$ cat src/rtl/seg_scan_capture.sv
`timescale 1ns/1ps
// Receive-side monitor for a multiplexed 7-segment scan bus: settles each lit slot, decodes it to BCD+dp
// and publishes coherent 8-digit frames. Define SEG_SCAN_TIMEOUT_EN to add the scan-stall watchdog.
module seg_scan_capture #(
   parameter int SETTLE           = 4,
   parameter bit DIGIT_ACTIVE_LOW = 1'b0,
   parameter int TIMEOUT          = 100000
) (
   input  logic        clk,
   input  logic        reset,
   input  logic [7:0]  digit,
   input  logic [7:0]  seg_data,
   output logic [31:0] digits_bcd,
   output logic [7:0]  dp_out,
   output logic        frame_valid,
   output logic        scan_err,
   output logic        pattern_err,
   output logic        stalled
);

   localparam logic [1:0] ST_IDLE    = 2'd0;
   localparam logic [1:0] ST_SETTLE  = 2'd1;
   localparam logic [1:0] ST_CAPTURE = 2'd2;
   localparam logic [1:0] ST_HOLD    = 2'd3;
   localparam logic [3:0] SETTLE_CNT = 4'(SETTLE);

   if (SETTLE < 1 || SETTLE > 15 || TIMEOUT < 1) begin : g_param_check
      $error("seg_scan_capture: SETTLE must be 1..15 and TIMEOUT positive");
   end

   function automatic logic [3:0] seg_decode(input logic [6:0] s);
      case (s)
         7'h7E:   seg_decode = 4'h0;
         7'h30:   seg_decode = 4'h1;
         7'h6D:   seg_decode = 4'h2;
         7'h79:   seg_decode = 4'h3;
         7'h33:   seg_decode = 4'h4;
         7'h5B:   seg_decode = 4'h5;
         7'h5F:   seg_decode = 4'h6;
         7'h70:   seg_decode = 4'h7;
         7'h7F:   seg_decode = 4'h8;
         7'h7B:   seg_decode = 4'h9;
         7'h00:   seg_decode = 4'hF;
         default: seg_decode = 4'hE;
      endcase
   endfunction

   logic [7:0]  dig_s1_q, dig_s2_q, seg_s1_q, seg_s2_q;
   logic [1:0]  state_q, state_d;
   logic [7:0]  held_dig_q, held_dig_d, held_seg_q, held_seg_d;
   logic [3:0]  cnt_q, cnt_d;
   logic [7:0]  mask_q, mask_d;
   logic        frame_pend_q, frame_pend_d;
   logic        scan_err_q, scan_err_d;
   logic        pattern_err_q, frame_valid_q;
   logic [31:0] digits_bcd_q, shadow_bcd;
   logic [7:0]  dp_q, shadow_dp;
   logic [7:0]  dig_sync;
   logic [3:0]  code;
   logic        one_hot, same, capture;

   assign dig_sync = DIGIT_ACTIVE_LOW ? ~dig_s2_q : dig_s2_q;
   assign one_hot  = (dig_sync != 8'h00) && ((dig_sync & (dig_sync - 8'd1)) == 8'h00);
   assign same     = (dig_sync == held_dig_q) && (seg_s2_q == held_seg_q);
   assign capture  = (state_q == ST_CAPTURE);
   assign code     = seg_decode(held_seg_q[7:1]);

   always_comb begin
      state_d    = state_q;
      held_dig_d = held_dig_q;
      held_seg_d = held_seg_q;
      cnt_d      = cnt_q;
      scan_err_d = 1'b0;
      case (state_q)
         ST_IDLE: begin
            if (one_hot) begin
               state_d    = ST_SETTLE;
               held_dig_d = dig_sync;
               held_seg_d = seg_s2_q;
               cnt_d      = 4'd1;
            end else if (dig_sync != 8'h00) begin
               scan_err_d = 1'b1;
            end
         end
         ST_SETTLE: begin
            if (cnt_q >= SETTLE_CNT) state_d = ST_CAPTURE;
            else if (same)           cnt_d   = cnt_q + 4'd1;
            else                     state_d = ST_IDLE;
         end
         ST_CAPTURE: state_d = ST_HOLD;
         default: begin
            // A static slot is captured once; only a change re-arms the search.
            if (!same) state_d = ST_IDLE;
         end
      endcase
   end

   // The copy cycle always lands in HOLD, so clearing the mask never races a capture.
   assign mask_d       = frame_pend_q ? 8'h00 : (capture ? (mask_q | held_dig_q) : mask_q);
   assign frame_pend_d = capture && ((mask_q | held_dig_q) == 8'hFF);

   always_ff @(posedge clk or negedge reset) begin
      if (!reset) begin
         dig_s1_q      <= 8'h00;
         dig_s2_q      <= 8'h00;
         seg_s1_q      <= 8'h00;
         seg_s2_q      <= 8'h00;
         state_q       <= ST_IDLE;
         held_dig_q    <= 8'h00;
         held_seg_q    <= 8'h00;
         cnt_q         <= 4'd0;
         mask_q        <= 8'h00;
         frame_pend_q  <= 1'b0;
         scan_err_q    <= 1'b0;
         pattern_err_q <= 1'b0;
         frame_valid_q <= 1'b0;
         digits_bcd_q  <= 32'hFFFF_FFFF;
         dp_q          <= 8'h00;
      end else begin
         dig_s1_q      <= digit;
         dig_s2_q      <= dig_s1_q;
         seg_s1_q      <= seg_data;
         seg_s2_q      <= seg_s1_q;
         state_q       <= state_d;
         held_dig_q    <= held_dig_d;
         held_seg_q    <= held_seg_d;
         cnt_q         <= cnt_d;
         mask_q        <= mask_d;
         frame_pend_q  <= frame_pend_d;
         scan_err_q    <= scan_err_d;
         frame_valid_q <= frame_pend_q;
         if (capture && code == 4'hE) pattern_err_q <= 1'b1;
         if (frame_pend_q) begin
            digits_bcd_q <= shadow_bcd;
            dp_q         <= shadow_dp;
         end
      end
   end

   for (genvar gi = 0; gi < 8; gi++) begin : g_slot
      logic [3:0] nib_q;
      logic       dp_slot_q;
      always_ff @(posedge clk or negedge reset) begin
         if (!reset) begin
            nib_q     <= 4'hF;
            dp_slot_q <= 1'b0;
         end else if (capture && held_dig_q[gi]) begin
            nib_q     <= code;
            dp_slot_q <= held_seg_q[0];
         end
      end
      assign shadow_bcd[gi*4 +: 4] = nib_q;
      assign shadow_dp[gi]         = dp_slot_q;
   end

`ifdef SEG_SCAN_TIMEOUT_EN
   localparam int WD_W = ($clog2(TIMEOUT + 1) > 17) ? $clog2(TIMEOUT + 1) : 17;
   localparam logic [WD_W-1:0] WD_MAX = WD_W'(TIMEOUT);
   logic [WD_W-1:0] wdog_q;
   logic            stalled_q;

   always_ff @(posedge clk or negedge reset) begin
      if (!reset) begin
         wdog_q    <= '0;
         stalled_q <= 1'b0;
      end else if (capture) begin
         wdog_q    <= '0;
         stalled_q <= 1'b0;
      end else if (wdog_q != WD_MAX) begin
         wdog_q <= wdog_q + 1'b1;
         if (wdog_q + 1'b1 == WD_MAX) stalled_q <= 1'b1;
      end
   end
   assign stalled = stalled_q;
`else
   assign stalled = 1'b0;
`endif

   assign digits_bcd  = digits_bcd_q;
   assign dp_out      = dp_q;
   assign frame_valid = frame_valid_q;
   assign scan_err    = scan_err_q;
   assign pattern_err = pattern_err_q;

endmodule

$ cat config.mk
export PLATFORM = sky130hd
export DESIGN_NAME = seg_scan_capture
export DESIGN_NICKNAME = d
export VERILOG_FILES = /design/src/rtl/seg_scan_capture.sv
export SDC_FILE = /design/constraint.sdc
export NUM_CORES = 1
export LEC_CHECK = 0
export CAP_MARGIN = 20
export CORE_MARGIN = 4
export CORE_UTILIZATION = 50
export DETAILED_ROUTE_END_ITERATION = 8
export GPL_TIMING_DRIVEN = 0
export HOLD_SLACK_MARGIN = 0.12
export PLACE_DENSITY = 0.75
export SLEW_MARGIN = 25
export SYNTH_ARGS = -nofsm -noshare
export SYNTH_HDL_FRONTEND = slang
export SYNTH_SLANG_ARGS = --single-unit
$ cat constraint.sdc
create_clock -name clk -period 2.15 [get_ports clk]
set_clock_uncertainty 0.2 [all_clocks]
set_input_delay 0.645 -clock clk [delete_from_list [all_inputs] [get_ports clk]]
set_output_delay 0.645 -clock clk [all_outputs]
set_load 0.005 [all_outputs]
-- Word level (Yosys, flattened, before mapping)
Index checks and enable logic that the tools add are counted.
- memory bits (read-only): 0
- RAM bits: 0
- bits in registers: 146
- input port bits: 18
- latch bits: 0
- memories kept: 0
- shift operators: 0
- multipliers: 0
- bitwise operators: 2
- add/sub/neg operators: 2
- magnitude comparators: 1
- multiplexer cells: 14
- reductions and logical operators: 20
- divide/modulo/power cells: 0
- eq/ne operators: 19
- operators with widths (kind ; count):
    $eq 7x7->1 const B ; 8
    $pmux 4 s11 ; 1
    $eq 8x8->1 ; 2
    $mux 8 ; 2
    $eq 7x6->1 const B ; 2
    $logic_and 1x1->1 ; 12
    $mux 4 ; 3
    $and 8x8->8 ; 1
    $eq 8x8->1 const B ; 1
    $logic_not 8->1 ; 1
    $or 8x8->8 ; 1
    $pmux 4 s2 ; 1
    $reduce_bool 8->1 ; 1
    $sub 8x1->8 const B ; 1
    $logic_not 7->1 ; 1
    $mux 2 ; 3
    $ne 2x2->1 const B ; 3
    $pmux 2 s3 ; 1
    $add 4x1->4 const B ; 1
    $eq 4x4->1 const B ; 1
    $ge 4x3->1 const B ; 1
    $reduce_and 4->1 ; 1
    $reduce_bool 2->1 ; 2
    $mux 1 ; 3
    4 further kinds ; 4

-- Logic depth before layout (Yosys ltp)
- word-level depth: 6
- depth in mapped cells: 7

-- Worst setup path after synthesis
Ideal clock, no wire load.
- path kind: flip-flop to flip-flop
- start point: register dig_s2_q[2]
- end point: register held_dig_q[1]
- buffers on the path: 1
- path slack: -0.089 ns
- cell stages (with the launch flop): 7
- data required time: 1.822 ns
- data arrival time: 1.911 ns
- cells stage by stage: dfrtp_1 or4_1 o211ai_1 nand3_1 nand2_2 buf_4 mux2_1
- cells in the longest elaborated chain, start to end: 5
- elaborated cells between the ends (all ways): 6
- ends and longest elaborated chain (item ; RTL line ; text):
    start: declaration ; 48 ; logic [7:0] dig_s1_q, dig_s2_q, seg_s1_q, seg_s2_q;
    start signal: assignment ; 121 ; dig_s2_q <= dig_s1_q;
    $sub 8x1->8 ; 63 ; assign one_hot = (dig_sync != 8'h00) && ((dig_sync & (dig_sync - 8'd1)) == 8'h00);
    $and 8x8->8 ; 63 ;
    $logic_not 8->1 ; 63 ;
    $logic_and 1x1->1 (*) ; 63 ;
    $reduce_and 2->1 (no source line) (*) ; - ;
    end signal: assignment ; 125 ; held_dig_q <= held_dig_d;
    end: declaration ; 50 ; logic [7:0] held_dig_q, held_dig_d, held_seg_q, held_seg_d;
Mark *: on every way between the ends. The rest lies on a longest branch, timed or not.
A chain may end at the register's enable or synchronous reset.

-- Worst setup path in the final report
- start point: register dig_s2_q[2]
- end point: register held_seg_q[2]
- cells in the longest elaborated chain, start to end: 5
- elaborated cells between the ends (all ways): 6
- ends and longest elaborated chain (item ; RTL line ; text):
    $sub 8x1->8 ; 63 ;
    $and 8x8->8 ; 63 ;
    $logic_not 8->1 ; 63 ;
    $logic_and 1x1->1 (*) ; 63 ;
    $reduce_and 2->1 (no source line) (*) ; - ;
    end signal: assignment ; 126 ; held_seg_q <= held_seg_d;
    end: declaration ; 50 ;
Marks and branches as above.

==> results.py <==
metrics = {
    "setup_path": {
        "rrSetupSlack_ns": -0.09,
        "crit_arrival_ns": 2.33,
        "crit_required_ns": 2.25,
        "start_kind": "register",
        "critPathKind": "register to register",
        "cp-startpoint": "dig_s2_q[2]",
        "end_kind": "register",
        "critPathMaxFanout": 5,
        "reg2reg_to": "held_seg_q[2]",
        "rr_worst_depth": 6,
        "timing.rr.start": "dig_s2_q[2]",
    },
    "logic_synthesis": {
        "syn_inst": 432,
        "ys_seq_elements": 146,
        "ys_async_sr_fraction_pct": 100.0,
        "synth_edf_count": 0,
        "ys_warn_count": 0,
        "synth_nets": 451,
        "avgSynthCellArea_sq_um": 13.33,
        "synth_cell_type_count": 54,
        "synthFlopType": "dfrtp_1",
        "netlist_area_sq_um": 5758,
        "yosysSeqAreaShare_pct": 64.84,
    },
    "global_route": {
        "grt_pass1_wl_um": 19020,
        "grt_max_degree": 86,
        "antenna_found_initial": 0,
        "gr-usage-all-layers_pct": 18.55,
        "grt_pass1_vias": 3895,
        "grt_overflow": 0,
    },
    "sta": {
        "hold_violations": 0,
        "clock.fmax_mhz": 447.0,
        "setup_viol": 32,
        "setup_ws_ns": -0.08737,
        "tightest_slew_ns": 0.5772,
        "rsz0062_at_grt": "yes",
        "relSlewSlack_pct": 61.52,
        "maxSlewViolCount": 0,
        "period_share_pct": 104.1,
        "min_period_ns": 2.237,
    },
    "placement": {
        "gp_congestion": 0.7816,
        "io_buffers": 60,
        "place_area_sq_um": 6580,
        "hpwl_um": 7094,
    },
    "outcome": {
        "outcome": "finished, violations left",
        "violations": "negative setup slack",
    },
    "power_and_ir_drop": {
        "combPwrFrac_pct": 22.4,
        "internal_power_uw": 5937,
        "seq_power_share_pct": 45.1,
        "ir_drop_mv": 0.7786,
        "p_leak_uw": 0.003515,
        "switchingPower_uw": 2435,
        "sw_frac_of_total_pct": 29.09,
        "powerDensity_nw_per_um2": 1106,
        "clkPwrFrac_pct": 32.4,
    },
    "floorplanning": {
        "die_x_um": 115.3,
        "row_count": 38,
        "coreArea_sq_um": 11030,
        "initial_core_util_pct": 52.20,
        "die_h_um": 115.3,
        "die-area_sq_um": 13300,
        "io_pins": 62,
    },
    "clock_network": {
        "cts_tree": "yes",
        "cts_max_path_buffers": 2,
        "clk_latency_ns": 0.42,
        "clock-sinks": 146,
        "clkTransAtPathRegs_ns": 0.06,
        "clockRootBuffer": "clkbuf_16",
        "htreeDepth": 4,
        "numCtsBuffers": 17,
    },
    "hold_path": {
        "whs_path_depth": 0,
        "hold_path_end": "seg_s2_q[7]",
        "hold_class": "register to register",
        "min_from": "seg_s1_q[7]",
    },
    "routing": {
        "drc": 0,
        "drt_iter0_drc": 225,
        "drt-total-wl_um": 11580,
        "viasPerCell": 5.481,
        "detail_route.wl_per_cell_um": 17.09,
        "postRouteAntennaNets": 0,
        "vias": 3716,
        "drt_pass1_iterations": 5,
    },
    "final_layout": {
        "drive_above_1_share_pct": 43.31,
        "nFillCells": 752,
        "final_util_pct": 68.65,
        "diodes": 0,
        "final_common_cell": "dfrtp_1",
        "fin_area_sq_um": 7572,
        "final_cell_mix": "78 x dfrtp_1, 64 x dfstp_2, 48 x mux2_2, 39 x nand2_1, 33 x dlygate4sd2_1",
        "nNetsFinal": 544,
        "area_growth_pct": 31.51,
    },
    "flow_run": {
        "cap_violations": 0,
    },
}
-- layout make-up --
cell class / instances / area, sq um / share of cell area [%]
Tap cell: 140 / 175.2 / 2.313
Sequential cell: 146 / 3739 / 49.37
Multi-Input combinational cell: 255 / 2151 / 28.40
Clock buffer: 29 / 540.5 / 7.138
Inverter: 2 / 7.507 / 0.09914
Buffer: 16 / 88.84 / 1.173
Clock inverter: 3 / 17.52 / 0.2313
Timing Repair Buffer: 87 / 853.3 / 11.27
-- through the flow --
step / TNS (ns) / hold WS, ns / cells / power, uW / setup WS, ns
5_1_grt: -5.931 / 0.1519 / 678 / 8803 / -0.1791
2_1_floorplan: 0 / 0.1312 / 432 / 4665 / 0.01401
3_5_place_dp: -11.13 / 0.1347 / 633 / 5157 / -0.3192
3_3_place_gp: -641.12 / 0.1325 / 632 / 5057 / -5.079
4_1_cts: -1.900 / 0.1474 / 678 / 8155 / -0.1292
6_report: -1.865 / 0.1447 / 678 / 8372 / -0.08737
-- repair_timing --
item	4_1_cts	5_1_grt
gates cloned	1	0
hold buffers	1	0
endpoints found under the setup margin	92	56
pin swaps	22	13
resized for setup	72	36
endpoints found under the hold margin	19	0
buffers inserted	12	12
-- how the worst max path moves through the flow --
stage,end,slack (ns)
4_1_cts,g_slot[2].nib_q[1],-0.13
5_1_grt,g_slot[1].nib_q[2],-0.18
6_report,held_seg_q[2],-0.09
3_5_place_dp,g_slot[2].nib_q[2],-0.32
2_1_floorplan,g_slot[0].nib_q[1],0.01
3_3_place_gp,dig_s1_q[1],-5.08
-- cells by family (layout without fill, tap and decap cells) --
kind of cell	count (synthesis)	after routing	synth area share (%)
adder cells (fa/ha/maj)	1	1	0.2173
XOR/XNOR	17	17	2.586
buffers and inverters	31	137	2.433
AO/OA/AOI/OAI	84	84	9.540
multiplexers	66	66	12.89
other	1	1	0.06513
flip-flops	146	146	64.84
AND/OR/NAND/NOR	86	86	7.432
-- flip-flops by register name (all words and copies together), names as in the netlist --
register / flops
frame_pend_q: 1
mask_q: 8
g_slot.dp_slot_q: 8
seg_s1_q: 8
digits_bcd: 32
pattern_err: 1
dig_s1_q: 8
frame_valid: 1
dp_out: 8
state_q: 2
seg_s2_q: 8
cnt_q: 4
scan_err: 1
held_seg_q: 8
held_dig_q: 8
g_slot.nib_q: 32
dig_s2_q: 8
-- power groups by stage --
stage | logic [uW] | clock network (uW) | registers (uW)
floorplan | 1130 | 0 | 3540
global placement | 1460 | 0 | 3600
detailed placement | 1540 | 0 | 3620
CTS | 1770 | 2760 | 3620
global route | 2060 | 2910 | 3840
finish | 1880 | 2720 | 3780
-- cells in the mapped netlist, drive strengths merged (2+ instances only) --
master  count  area, sq um
o21a        4        30.03
dfstp      64         1682
o211ai      3        22.52
or4b        2        20.02
nor4        8        65.06
buf        10        58.80
nor2b       4        25.02
a211oi      3        22.52
nor3        3        15.01
mux2       65        732.0
nor4b       2        17.52
and3        3        18.77
nand2      41        158.9
nor3b       2        15.01
xor2       17        148.9
o21ai      32        160.2
a31oi       9        56.30
nand3       2        10.01
nor2       15        56.30
dfrtp      82         2052
a21oi      19        95.09
clkbuf     19        73.82
-- metal layers --
layer  routed length, um  up-vias  global-route usage [%]
li1                    -     1706                       -
met1                4924     1884                   22.84
met2                5931      108                   30.52
met3                 541       18                   6.368
met4                 187        0                   6.729
met5                   0        -                       0
-- worst max-delay path, cell delays in order (launching register included) --
cell	delay (ns)
dfrtp_2	0.45
or4_4	0.53
o211ai_1	0.11
nand3_2	0.19
nand2_4	0.18
buf_6	0.15
mux2_4	0.30
Note: power is estimated with default switching activity, not from simulation.
